File: src/rtl/regfile_dump_if.sv
// Bundle of the dump sequencer's control, register-file read port and byte stream.
interface regfile_dump_if #(
  parameter int unsigned ADDR_W = 5,
  parameter int unsigned DATA_W = 32
) ();
  logic              start;
  logic              abort;
  logic [ADDR_W-1:0] start_addr;
  logic [ADDR_W-1:0] end_addr;
  logic [ADDR_W-1:0] rd_addr;
  logic [DATA_W-1:0] rd_data;
  logic [7:0]        tx_data;
  logic              tx_valid;
  logic              tx_ready;
  logic              tx_last;
  logic              busy;
  logic              done;

  // The dump sequencer drives the read address and the byte stream.
  modport master (
    input  start, abort, start_addr, end_addr, rd_data, tx_ready,
    output rd_addr, tx_data, tx_valid, tx_last, busy, done
  );

  // The environment: requester, register file and byte sink.
  modport slave (
    output start, abort, start_addr, end_addr, rd_data, tx_ready,
    input  rd_addr, tx_data, tx_valid, tx_last, busy, done
  );
endinterface

File: src/rtl/regfile_dump.sv
// Register-file dump sequencer: walks an address range (with wrap) through the
// register-file read port and streams each word out as big-endian bytes.
module regfile_dump #(
  parameter int unsigned ADDR_W = 5,
  parameter int unsigned DATA_W = 32
) (
  input logic             clk,
  input logic             rst,
  regfile_dump_if.master  bus
);

  localparam int unsigned NBYTES = DATA_W / 8;
  localparam int unsigned CNT_W  = (NBYTES > 1) ? $clog2(NBYTES) : 1;
  localparam logic [CNT_W-1:0] LAST_BYTE = CNT_W'(NBYTES - 1);

  typedef enum logic [1:0] {
    S_IDLE,
    S_LOAD,
    S_SEND,
    S_DONE
  } state_e;

  state_e            state_q, state_d;
  logic [ADDR_W-1:0] cur_q, cur_d;
  logic [ADDR_W-1:0] stop_q, stop_d;
  logic [DATA_W-1:0] shift_q, shift_d;
  logic [CNT_W-1:0]  cnt_q, cnt_d;
  logic              tx_valid_q, tx_valid_d;
  logic              tx_last_q, tx_last_d;
  logic              busy_q, busy_d;
  logic              done_q, done_d;
  logic              hs_c;

  // A byte leaves when it is offered and the sink takes it.
  assign hs_c = tx_valid_q && bus.tx_ready;

  // Next-state, datapath and registered-output decode.
  always_comb begin
    state_d = state_q;
    cur_d   = cur_q;
    stop_d  = stop_q;
    shift_d = shift_q;
    cnt_d   = cnt_q;

    case (state_q)
      S_IDLE: begin
        if (bus.start) begin
          cur_d   = bus.start_addr;
          stop_d  = bus.end_addr;
          state_d = S_LOAD;
        end
      end
      S_LOAD: begin
        shift_d = bus.rd_data;
        cnt_d   = '0;
        state_d = S_SEND;
      end
      S_SEND: begin
        if (hs_c) begin
          shift_d = shift_q << 8;
          if (cnt_q == LAST_BYTE) begin
            cnt_d = '0;
            if (cur_q == stop_q) begin
              state_d = S_DONE;
            end else begin
              cur_d   = cur_q + ADDR_W'(1);
              state_d = S_LOAD;
            end
          end else begin
            cnt_d = cnt_q + CNT_W'(1);
          end
        end
      end
      S_DONE: begin
        state_d = S_IDLE;
      end
      default: begin
        state_d = S_IDLE;
      end
    endcase

    // Cancel beats any start, load or handshake in the same cycle.
    if (bus.abort) begin
      state_d = S_IDLE;
    end

    tx_valid_d = (state_d == S_SEND);
    busy_d     = (state_d == S_LOAD) || (state_d == S_SEND);
    done_d     = (state_d == S_DONE);
    tx_last_d  = (state_d == S_SEND) && (cnt_d == LAST_BYTE) && (cur_d == stop_d);
  end

  // State and datapath registers.
  always_ff @(posedge clk or posedge rst) begin
    if (rst) begin
      state_q    <= S_IDLE;
      cur_q      <= '0;
      stop_q     <= '0;
      shift_q    <= '0;
      cnt_q      <= '0;
      tx_valid_q <= 1'b0;
      tx_last_q  <= 1'b0;
      busy_q     <= 1'b0;
      done_q     <= 1'b0;
    end else begin
      state_q    <= state_d;
      cur_q      <= cur_d;
      stop_q     <= stop_d;
      shift_q    <= shift_d;
      cnt_q      <= cnt_d;
      tx_valid_q <= tx_valid_d;
      tx_last_q  <= tx_last_d;
      busy_q     <= busy_d;
      done_q     <= done_d;
    end
  end

  assign bus.rd_addr  = cur_q;
  assign bus.tx_data  = shift_q[DATA_W-1 -: 8];
  assign bus.tx_valid = tx_valid_q;
  assign bus.tx_last  = tx_last_q;
  assign bus.busy     = busy_q;
  assign bus.done     = done_q;

endmodule

File: src/flat_wrapper.sv
// flat-port wrapper written by rule: the top's interface ports become plain ports
module regfile_dump_flat 
#(
  parameter int unsigned ADDR_W = 5,
  parameter int unsigned DATA_W = 32
)
  (clk, rst, bus_start, bus_abort, bus_start_addr, bus_end_addr, bus_rd_data, bus_tx_ready, bus_rd_addr, bus_tx_data, bus_tx_valid, bus_tx_last, bus_busy, bus_done);
  regfile_dump_if #(.ADDR_W(ADDR_W), .DATA_W(DATA_W)) bus_i ();
  input logic clk;
  input logic rst;
  input wire logic [$bits(bus_i.start)-1:0] bus_start;
  input wire logic [$bits(bus_i.abort)-1:0] bus_abort;
  input wire logic [$bits(bus_i.start_addr)-1:0] bus_start_addr;
  input wire logic [$bits(bus_i.end_addr)-1:0] bus_end_addr;
  input wire logic [$bits(bus_i.rd_data)-1:0] bus_rd_data;
  input wire logic [$bits(bus_i.tx_ready)-1:0] bus_tx_ready;
  output wire logic [$bits(bus_i.rd_addr)-1:0] bus_rd_addr;
  output wire logic [$bits(bus_i.tx_data)-1:0] bus_tx_data;
  output wire logic [$bits(bus_i.tx_valid)-1:0] bus_tx_valid;
  output wire logic [$bits(bus_i.tx_last)-1:0] bus_tx_last;
  output wire logic [$bits(bus_i.busy)-1:0] bus_busy;
  output wire logic [$bits(bus_i.done)-1:0] bus_done;
  assign bus_i.start = bus_start;
  assign bus_i.abort = bus_abort;
  assign bus_i.start_addr = bus_start_addr;
  assign bus_i.end_addr = bus_end_addr;
  assign bus_i.rd_data = bus_rd_data;
  assign bus_i.tx_ready = bus_tx_ready;
  assign bus_rd_addr = bus_i.rd_addr;
  assign bus_tx_data = bus_i.tx_data;
  assign bus_tx_valid = bus_i.tx_valid;
  assign bus_tx_last = bus_i.tx_last;
  assign bus_busy = bus_i.busy;
  assign bus_done = bus_i.done;
  regfile_dump #(.ADDR_W(ADDR_W), .DATA_W(DATA_W)) u_core (.clk(clk), .rst(rst), .bus(bus_i));
endmodule
File: config.mk
export PLATFORM = sky130hd
export DESIGN_NAME = regfile_dump_flat
export DESIGN_NICKNAME = d
export VERILOG_FILES = /design/src/rtl/regfile_dump_if.sv /design/src/rtl/regfile_dump.sv /design/src/flat_wrapper.sv
export SDC_FILE = /design/constraint.sdc
export NUM_CORES = 1
export LEC_CHECK = 0
export ABC_AREA = 1
export BUFFER_PORTS_ARGS = -buffer_cell sky130_fd_sc_hd__buf_2
export CORE_ASPECT_RATIO = 0.5
export CORE_MARGIN = 3
export CORE_UTILIZATION = 50
export CTS_BUF_LIST = sky130_fd_sc_hd__clkbuf_4
export DETAILED_ROUTE_END_ITERATION = 6
export PLACE_DENSITY_LB_ADDON = 0.25
export SYNTH_ARGS = -nofsm -noshare
export SYNTH_HDL_FRONTEND = slang
export SYNTH_SLANG_ARGS = --single-unit
File: constraint.sdc
create_clock -name clk -period 4.3 [get_ports clk]
set_clock_uncertainty 0.05 [all_clocks]
set_input_delay 0.645 -clock clk [delete_from_list [all_inputs] [get_ports clk]]
set_output_delay 0.645 -clock clk [all_outputs]
set_load 0.02 [all_outputs]
# Word-level counts from Yosys, hierarchy flattened
# Cells that the tools add are included.
# W data, S select, Z words.
# classes
n_addsub	2
n_eq_ne	11
mux	18
n_reduce_logical	7
# op_table
cell	count
$pmux W32 S2	1
$mux W32	1
$mux W5	6
$mux W2	7
$eq A2 B2 Y1 const B	6
$eq A5 B5 Y1	2
$pmux W5 S2	1
$pmux W2 S4	1
$add A5 B1 Y5 const B	1
$eq A2 B1 Y1 const B	2
$pmux W2 S2	1
$logic_and A1 B1 Y1	3
$add A2 B1 Y2 const B	1
$logic_not A2 Y1	1
$ne A2 B1 Y1 const B	1
$reduce_and A2 Y1	1
$reduce_bool A2 Y1	1
$logic_or A1 B1 Y1	1
# totals
reg_bits	50
output_inout_bits	17
wordCells	47

# Depth between registers and ports, before layout
# Gate-level depths: netlist (run 1).
# logic_depth
word_depth	9
ltp_mapped	17
depth_no_buf	17

# Least setup slack after synthesis (run 1)
# OpenSTA, ideal clock, no wires.
# synth_path
kind	input to register
startpoint	in bus_tx_ready
endpoint	reg u_core.tx_last_q (netlist: u_core.bus.tx_last)
setup_time_ns	0.071
arrival_ns	2.182
setup_slack_ns	1.997
path_stages	16
n_path_buf	0
path_cell_list	nand2_1 -> inv_1 -> nand2_1 -> inv_1 -> nand2_2 -> nand2_2 -> a21oi_1 -> nor3_1 -> nor4_1 -> ha_1 -> nand2_1 -> nor2_1 -> nand2_1 -> nor2_1 -> nand3_1 -> nor2_1
# synth_via
elab_chain_len	7
# synth_rtl
element	line_no	text
from (decl)	flat_wrapper.sv:16	input wire logic [$bits(bus_i.tx_ready)-1:0] bus_tx_ready;
$logic_and A1 B1 Y1	regfile_dump.sv:35	assign hs_c = tx_valid_q && bus.tx_ready;
$mux W2	regfile_dump.sv:59	if (hs_c) begin
$pmux W2 S4	regfile_dump.sv:45	case (state_q)
$mux W2	regfile_dump.sv:83	if (bus.abort) begin
named net u_core.state_d[1]	regfile_dump.sv:23	state_e state_q, state_d;
$eq A2 B2 Y1	--	
named net u_core.tx_valid_d	regfile_dump.sv:28	logic tx_valid_q, tx_valid_d;
$logic_and A1 B1 Y1 (2 in series)	regfile_dump.sv:90	tx_last_d = (state_d == S_SEND) && (cnt_d == LAST_BYTE) && (cur_d == stop_d);
named net u_core.tx_last_d	regfile_dump.sv:29	logic tx_last_q, tx_last_d;
to (signal assigned)	regfile_dump.sv:112	tx_last_q <= tx_last_d;
to (decl)	regfile_dump.sv:29	
# The timed path passes the listed nets, and every way through them passes these cells.
# A chain may end at the register's enable or synchronous reset.

# Final worst setup path (run 1)
# layout_path
startpoint	reg u_core.state_q[0]
endpoint	reg u_core.shift_q[10]
# layout_via
elab_chain_len	3
# layout_rtl
element	line_no	text
from (decl)	regfile_dump.sv:23	
from (signal assigned)	regfile_dump.sv:106	state_q <= state_d;
$eq A2 B2 Y1 / $eq A2 B1 Y1 (equally long branches)	regfile_dump.sv:45	
$ne A2 B1 Y1 (no source line) / $reduce_bool A2 Y1 (equally long branches)	--	
$reduce_and A2 Y1 (no source line)	--	
to (signal assigned)	regfile_dump.sv:109	shift_q <= shift_d;
to (decl)	regfile_dump.sv:26	logic [DATA_W-1:0] shift_q, shift_d;
# Several ways; a longest one is shown, not always the timed one.

==> results of run 1 <==
==> layout make-up <==
cell class,count,area [µm²]
clock buffers,5,37.5
clock inverters,2,13.8
fillers,461,2020
inverters,43,161
multi-input cells,232,1150
flip-flops and latches,50,1250
well taps,70,87.6
repair buffers,64,323
==> report_power, final <==
part           internal [µW]  switching [µW]  leakage [µW]  total [µW]
clock network           62.3             152     0.0000314         215
registers                683             137      0.000585         820
logic                    366             688      0.000952        1050
total                   1110             977       0.00157        2090
==> cell usage after synthesis, drive strengths merged <==
cell / n
nor4: 1
inv: 43
nand3: 27
clkbuf: 8
nor2: 38
nand2: 104
nor3b: 1
o211ai: 1
xnor2: 1
a211oi: 1
o21ai: 15
nand4: 1
a221oi: 4
a31oi: 24
nor3: 2
and2: 1
or2: 2
dfrtp: 50
ha: 7
buf: 13
a21oi: 2
==> metrics by stage <==
step	total power, µW	worst slack, ns
final	2090	1.32
after global routing	2310	1.02
after CTS	2100	1.29
after detailed placement	1890	1.31
after global placement	1830	1.41
after floorplan	1670	2.00
==> flip-flops by register name, summed over array words and instances (netlist names) <==
signal,cells
u_core.shift_q,32
u_core.bus.rd_addr,5
u_core.stop_q,5
u_core.cnt_q,2
u_core.state_q,2
u_core.bus.busy,1
u_core.bus.done,1
u_core.bus.tx_last,1
u_core.bus.tx_valid,1
==> critical path, cell delays in order (launching register included) <==
cell     delay, ns
dfrtp_1       0.42
inv_1         0.13
ha_1          0.35
buf_4         0.34
inv_2         0.30
o21ai_4       0.99
a31oi_1       0.21
==> metal layers <==
metal,global-route usage,up-vias,part of all wire
met4,0.0462,0,0.0083
met1,0.251,1080,0.47
li1,-,1204,-
met5,0,-,0
met2,0.340,59,0.46
met3,0.0456,5,0.060
==> layout by cell type, fill, tap and decap left out, types with 2 or more instances in the layout <==
master and count:
nor3_1 2, nor2_1 36, buf_2 63, inv_2 6
o21ai_0 13, clkbuf_4 5, inv_1 37, ha_1 7
a221oi_1 4, nand2_1 97, a31oi_1 24, nand2_2 7
a21oi_1 2, dfrtp_1 50, nand3_1 25, or2_2 2
==> worst min-delay path by stage <==
| stage | from | endpoint | slack (ns) |
|---|---|---|---|
| after global placement | u_core.shift_q[5] | u_core.shift_q[5] | 0.47 |
| after floorplan | u_core.shift_q[0] | u_core.shift_q[0] | 0.46 |
| final | bus_abort | u_core.state_q[1] | 0.43 |
| after detailed placement | u_core.shift_q[23] | u_core.shift_q[31] | 0.48 |
| after CTS | bus_abort | u_core.state_q[1] | 0.41 |
| after global routing | bus_abort | u_core.state_q[1] | 0.41 |
==> kinds of logic after synthesis <==
family / after synthesis
XOR/XNOR: 1
flip-flops: 50
buffers and inverters: 64
adder cells (fa/ha/maj): 7
AO/OA/AOI/OAI: 47
AND/OR/NAND/NOR: 177
==> impl_metrics.toml, run 1 <==
[setup_path]
crit_type = "register to register"
cp-startpoint = "u_core.state_q[0]"
reg2reg_from = "u_core.state_q[0]"
endpoint = "u_core.shift_q[10]"
crit_path_start_kind = "register"
arrival_ns = 3.13
ff2ff_setup_slack_ns = 1.32
worst-path-max-fanout = 56
endpoint_kind = "register"
crit_required_ns = 4.45
r2r_cells = 6
r2r-end = "u_core.shift_q[10]"

[power_and_ir_drop]
p_leak_uw = 0.00157
p_per_area_nw_per_um2 = 689
irDropWorstVdd_mv = 0.412

[synth]
synth_top_family_by_area = "simple AND/OR/NAND/NOR gates"
ys_ff_latch = 50
synthXorXnorAreaFrac = 0.00328
synthCells = 346
synth_mux_area_frac = 0
syn_nets = 400
synth_largest_area_cell = "dfrtp_1"
synth_compound_area_frac = 0.107
seq_area_frac_synth = 0.469
syn_area_um2 = 2670
synth_simple_gate_area_frac = 0.285
synth.distinct_cells = 30
synth_fa_ha_area_frac = 0.0328
ys_warn_count = 0
yosysTopAreaCellShare = 0.469
yosys-top-cells-area = "dfrtp_1 47%, nand2_1 14%, a31oi_1 5.6%"
syn_area_per_cell_um2 = 7.72

[floorplanning]
core_area_um2 = 5040
die-area_um2 = 6310
chipWidth_um = 109
die_height_um = 57.7
rows = 18
num_io_pins = 64
start_util = 0.529

[placed_design]
place_congestion = 0.843
placedInstanceArea_um2 = 2980
portBuffers = 63
dpl.cell_count = 459
dpl.hpwl_mm = 4.05

[global_route]
grt_pass1_wl_mm = 9.88
antenna_found_initial = 0
first_global_vias = 2341
grt_usage = 0.195
grt-ovfl-total = 0
grt_max_degree = 57

[timing]
layout_min_cycle_time_ns = 2.98
rsz0062_at_grt = "false"
fmax_mhz = 335
worst_hold_slack_ns = 0.426
tightest_slew_ns = 1.16
slew_viol_final = 0
max-slew-margin-rel = 0.221
period_share = 0.693
setup_viol = 0
finalHoldViolations = 0
setup_tns_ns = 0

[clock_tree]
numCtsBuffers = 5
cts-root-buf = "clkbuf_4"
cts_hold_buffers = 0
post_cts_buffers = 0
clk_pin_slew_worst_paths_ns = 0.15
clock_path_buffers = 2
cts_resized = 0
tritoncts = "built"
cts.sinks = 50
cts-htree-levels = 2
clk_latency_ns = 0.37

[detailed_routing]
drtAntennaViolNets = 0
wl_per_cell_um = 12.2
drtIter0Drc = 84
vias = 2348
routed_wirelength_mm = 5.69
route.detailed.drc = 0
firstDrtPassIters = 4
avgViaCountPerCell = 5.04

[run_status]
status = "completed"

[finish]
syn_to_final_growth_pct = 13.4
final_area_um2 = 3030
fin_cells = 466
final_nets = 450
final_util = 0.600
drive_above_1_share = 0.230
antennaDiodeCount = 0

[worst_hold_path]
hold_path_class = "primary input to register"
worstHoldPathCells = 2

[job]
maxCapViolCount = 0
Note: power is estimated with default switching activity, not from simulation.
==> run 2: changes to the inputs <==
==> constraint.sdc (replaced) <==
create_clock -name clk -period 2.47 [get_ports clk]
set_clock_uncertainty 0.05 [all_clocks]
set_input_delay 0.3705 -clock clk [delete_from_list [all_inputs] [get_ports clk]]
set_output_delay 0.3705 -clock clk [all_outputs]
set_load 0.02 [all_outputs]
==> run 2 against run 1 <==
Combinational power increased by 97%. Clock power grew 120%. Register-to-register slack worse by 1.2 ns. Sequential share of layout area fell by 2.5 points. Count of clock-buffer cells in the layout unchanged. First-iteration DRC count is 32% higher. Worst setup slack got worse by 1.2 ns. Highest routed layer unchanged.
==> impl_metrics.toml, run 2 (same netlist as run 1, synthesis figures left out) <==
[setup_path]
crit_required_ns = 2.72
reg2reg_from = "u_core.bus.rd_addr[0]"
r2r_cells = 16
crit_type = "register to register"
r2r-end = "u_core.bus.tx_last"
ff2ff_setup_slack_ns = 0.1
crit_path_start_kind = "register"
arrival_ns = 2.63
worst-path-max-fanout = 5
endpoint_kind = "register"

[floorplanning]
num_io_pins = 64
rows = 18
start_util = 0.529
die-area_um2 = 6310
chipWidth_um = 109
core_area_um2 = 5040
die_height_um = 57.7

[finish]
final_cell_mix = "97 x nand2_1, 63 x buf_2, 46 x dfrtp_1, 37 x inv_1, 35 x nor2_1"
syn_to_final_growth_pct = 21.1
final_common_cell = "nand2_1"
largest_reg_flops = 32
drive_above_1_share = 0.285
top_register = "u_core.shift_q"
antennaDiodeCount = 0
final_nets = 468
final_util = 0.641

[global_route]
grt.met3_usage = 0.0434
use_met1 = 0.258
grt_usage = 0.199
antenna_found_initial = 0
grt_pass1_wl_mm = 9.94
first_global_vias = 2295
grt-busiest-layer = "met2"
grt_max_degree = 57
grt-ovfl-total = 0
use_met2 = 0.343

[clock_tree]
cts-root-buf = "clkbuf_4"
cts_hold_buffers = 0
clock_path_buffers = 2
numCtsBuffers = 5
clk_pin_slew_worst_paths_ns = 0.14
tritoncts = "built"
cts.sinks = 50
cts-htree-levels = 2
clk_latency_ns = 0.37

[detailed_routing]
drtAntennaViolNets = 0
routed_wirelength_mm = 6.11
firstDrtPassIters = 4
drtIter0Drc = 111
wl_per_cell_um = 12.6
vias = 2427
avgViaCountPerCell = 5.01
route.detailed.drc = 0

[power_and_ir_drop]
p_leak_uw = 0.00167
irDropWorstVdd_mv = 0.651
p_per_area_nw_per_um2 = 1230

[timing]
tightest_slew_ns = 0.636
setup_tns_ns = 0
finalHoldViolations = 0
rsz0062_at_grt = "true"
period_share = 0.960
layout_min_cycle_time_ns = 2.37
fmax_mhz = 422
setup_viol = 0
max-slew-margin-rel = 0.576
slew_viol_final = 0

[job]
maxCapViolCount = 0

[placed_design]
dpl.hpwl_mm = 4.12
place_congestion = 0.872
portBuffers = 63

[run_status]
status = "completed"

[worst_hold_path]
hold_path_class = "primary input to async pin"
-- run 2: final cells by class --
class                      instances  area [µm²]
fill                             450        1810
sequential                        50        1260
multi-input combinational        232        1180
timing repair buffer              82         470
inverter                          43         161
tap                               70        87.6
clock inverter                     2        38.8
clock buffer                       5        37.5
-- run 2: layer usage --
| metal | wire [µm] | vias up |
|---|---|---|
| met5 | 0 | - |
| met1 | 2780 | 1106 |
| li1 | - | 1239 |
| met2 | 2860 | 71 |
| met4 | 80 | 0 |
| met3 | 391 | 11 |
-- run 2: where the power goes --
group	internal [µW]	switching [µW]
logic	790	1280
registers	1200	239
clock network	210	264
total	2200	1780
-- run 2: timing repair --
action	CTS	global route
gates resized for setup	1	9
endpoints found under the setup margin	1	1
pin swaps	0	6
buffers inserted	0	8
-- run 2: per-stage QoR --
| step | cell area (µm²) | cells | hold slack, ns | power [µW] | worst slack [ns] |
|---|---|---|---|---|---|
| 2_1_floorplan | 2670 | 346 | 0.424 | 2910 | 0.199 |
| 3_3_place_gp | 3070 | 469 | 0.475 | 3310 | 0.243 |
| 3_5_place_dp | 3070 | 469 | 0.480 | 3390 | 0.0542 |
| 4_1_cts | 3150 | 476 | 0.109 | 3890 | 0.105 |
| 5_1_grt | 3230 | 484 | 0.134 | 4350 | -0.113 |
| 6_report | 3230 | 484 | 0.0988 | 3970 | 0.0992 |
-- run 2: worst max path at each step --
stage          slack [ns]                   from                  to
2_1_floorplan        0.20  u_core.bus.rd_addr[1]  u_core.bus.tx_last
3_3_place_gp         0.24  u_core.bus.rd_addr[1]  u_core.bus.tx_last
3_5_place_dp         0.05  u_core.bus.rd_addr[1]  u_core.bus.tx_last
4_1_cts              0.11  u_core.bus.rd_addr[1]  u_core.bus.tx_last
5_1_grt             -0.11  u_core.bus.rd_addr[0]  u_core.bus.tx_last
6_report              0.1  u_core.bus.rd_addr[0]  u_core.bus.tx_last
-- run 2: critical path, cell delays in order, from the launching register on --
cell and delay (ns):
dfrtp_2 0.46, nor2_2 0.11, nor2_1 0.06, nor2_2 0.15, nand3_4 0.13, nand2_4 0.08, nand2_2 0.06, a21oi_2 0.10
nor3_1 0.06, nor4_2 0.32, ha_2 0.25, nand2_1 0.05, nor2_1 0.08, nand2_1 0.06, nor2_1 0.09, nand3_1 0.08
nor2_1 0.11
==> run 3: changes to the inputs <==
--- a/config.mk
+++ b/config.mk
@@ -7,9 +7,10 @@
 export LEC_CHECK = 0
 export ABC_AREA = 1
 export BUFFER_PORTS_ARGS = -buffer_cell sky130_fd_sc_hd__buf_2
-export CORE_ASPECT_RATIO = 0.5
+export CELL_PAD_IN_SITES_DETAIL_PLACEMENT = 1
+export CELL_PAD_IN_SITES_GLOBAL_PLACEMENT = 1
 export CORE_MARGIN = 3
-export CORE_UTILIZATION = 50
+export CORE_UTILIZATION = 36
 export CTS_BUF_LIST = sky130_fd_sc_hd__clkbuf_4
 export DETAILED_ROUTE_END_ITERATION = 6
 export PLACE_DENSITY_LB_ADDON = 0.25
==> run 3 against run 2 <==
Cell area is 2.1% higher. Cell count increased by 5.8%. First-iteration DRC count decreased by 25%. Global-route usage fell by 2.8 points. Critical endpoint unchanged. Critical path depth unchanged. Count of clock-buffer cells in the layout did not move. Register-to-register slack is essentially flat. Die area is 35% higher. Utilization is 17 points lower.
==> impl_metrics.toml, run 3 (same netlist as run 1, synthesis figures left out) <==
[run_status]
status = "completed"

[timing]
slew_viol_final = 0
setup_ws_ns = 0.0999
layout_min_cycle_time_ns = 2.37
fmax_mhz = 422
period_share = 0.960
finalHoldViolations = 0
tightest_slew_ns = 0.474
setup_viol = 0
max-slew-margin-rel = 0.683
setup_tns_ns = 0

[detailed_routing]
drtIter0Drc = 83
avgViaCountPerCell = 4.74
firstDrtPassIters = 4
drtAntennaViolNets = 0
routed_wirelength_mm = 7.13
wl_per_cell_um = 13.9
route.detailed.drc = 0
vias = 2429

[power_and_ir_drop]
switching_share = 0.455
p_clk_frac = 0.118
p_per_area_nw_per_um2 = 1230
netSwitchingPower_uw = 1840
pwr-share-seq = 0.355
p_int_uw = 2200
p_leak_uw = 0.00168
finalPower_uw = 4040
pwr-share-comb = 0.527
irDropWorstVdd_mv = 0.634

[placed_design]
portBuffers = 63
place_ws_ns = 0.0857
place_congestion = 0.827
dpl.hpwl_mm = 5.12

[finish]
top_register = "u_core.shift_q"
antennaDiodeCount = 0
final_cell_mix = "95 x nand2_1, 63 x buf_2, 46 x dfrtp_1, 36 x inv_1, 35 x nor2_1"
final_util = 0.473
syn_to_final_growth_pct = 23.6
final_nets = 470
final_common_cell = "nand2_1"
largest_reg_flops = 32
drive_above_1_share = 0.296

[global_route]
grt-ovfl-total = 0
grt_pass1_wl_mm = 11.7
grt_usage = 0.171
antenna_found_initial = 0
grt_max_degree = 57
first_global_vias = 2464

[floorplanning]
start_util = 0.382
die-area_um2 = 8490
die_height_um = 92.1
chipWidth_um = 92.1
core_area_um2 = 6980
rows = 30
num_io_pins = 64

[clock_tree]
cts-htree-levels = 2
clock_path_buffers = 2
numCtsBuffers = 5
cts-root-buf = "clkbuf_4"
tritoncts = "built"
clk_latency_ns = 0.37
cts.sinks = 50
clk_pin_slew_worst_paths_ns = 0.15

[setup_path]
crit_path_start_kind = "register"
path_cells = "nor2_1, nor2_1, nor2_2, nand3_4, nand2_4, nand2_4, a21oi_2, nor3_1, nor4_2, ha_2, nand2_2, nor2_2, nand2_1, nor2_1, nand3_1, nor2_1"
critical_path.slowest_cell = "dfrtp_2"
path_common_cell = "nor2_1"
ff2ff_setup_slack_ns = 0.1
slowest_delay_ns = 0.46
arrival_ns = 2.63
endpoint_kind = "register"
crit_type = "register to register"
crit_required_ns = 2.73
worst-path-max-fanout = 5

[worst_hold_path]
hold_path_class = "primary input to register"

[job]
maxCapViolCount = 0
[run 3: timing repair]
item / 4_1_cts / 5_1_grt
gates resized for setup: 0 / 16
hold endpoints to repair: 20 / 0
buffers inserted: 0 / 8
endpoints found under the setup margin: 0 / 25
hold buffers: 1 / 0
[run 3: area by class of cell]
cell class,instances,area (µm²)
clock buffers,5,37.5
repair buffers,84,492
multi-input cells,232,1190
inverters,43,161
clock inverters,2,38.8
fillers,895,3680
well taps,96,120
flip-flops and latches,50,1260
[run 3: per-stage QoR]
step                hold WS (ns)  instance area [µm²]  cells
floorplan                  0.424                 2670    346
global placement           0.368                 3110    496
detailed placement         0.373                 3110    496
CTS                        0.160                 3190    504
global route               0.163                 3300    512
finish                     0.172                 3300    512
[run 3: routing by layer]
layer,track usage,part of all wire
met1,0.246,0.49
met2,0.263,0.46
met3,0.0369,0.037
met4,0.0371,0.0090
met5,0,0
[run 3: power by group through the flow]
stage,logic [µW],clock network (µW),registers (µW)
after CTS,2030,496,1430
after global routing,2410,531,1490
after detailed placement,2010,0,1450
after global placement,1960,0,1430
final,2130,479,1440
after floorplan,1450,0,1460
[run 3: worst paths after layout]
kind / startpoint / end / cells after the start
worst min-delay path: bus_rd_data[0] / u_core.shift_q[0] / 3
max in group asynchronous: rst / u_core.shift_q[13] / 4
min in group asynchronous: rst / u_core.state_q[0] / 3
worst min register to register: u_core.shift_q[19] / u_core.shift_q[27] / 2
worst max-delay path: u_core.bus.rd_addr[0] / u_core.bus.tx_last / 16
worst max register to register: u_core.bus.rd_addr[0] / u_core.bus.tx_last / 16
[run 3: worst max-delay path, delay by kind of cell (launching register included)]
| family | cells | cell delay [ns] |
|---|---|---|
| simple gates | 14 | 1.46 |
| fa+ha+maj | 1 | 0.25 |
| flops | 1 | 0.46 |
| compound gates | 1 | 0.11 |
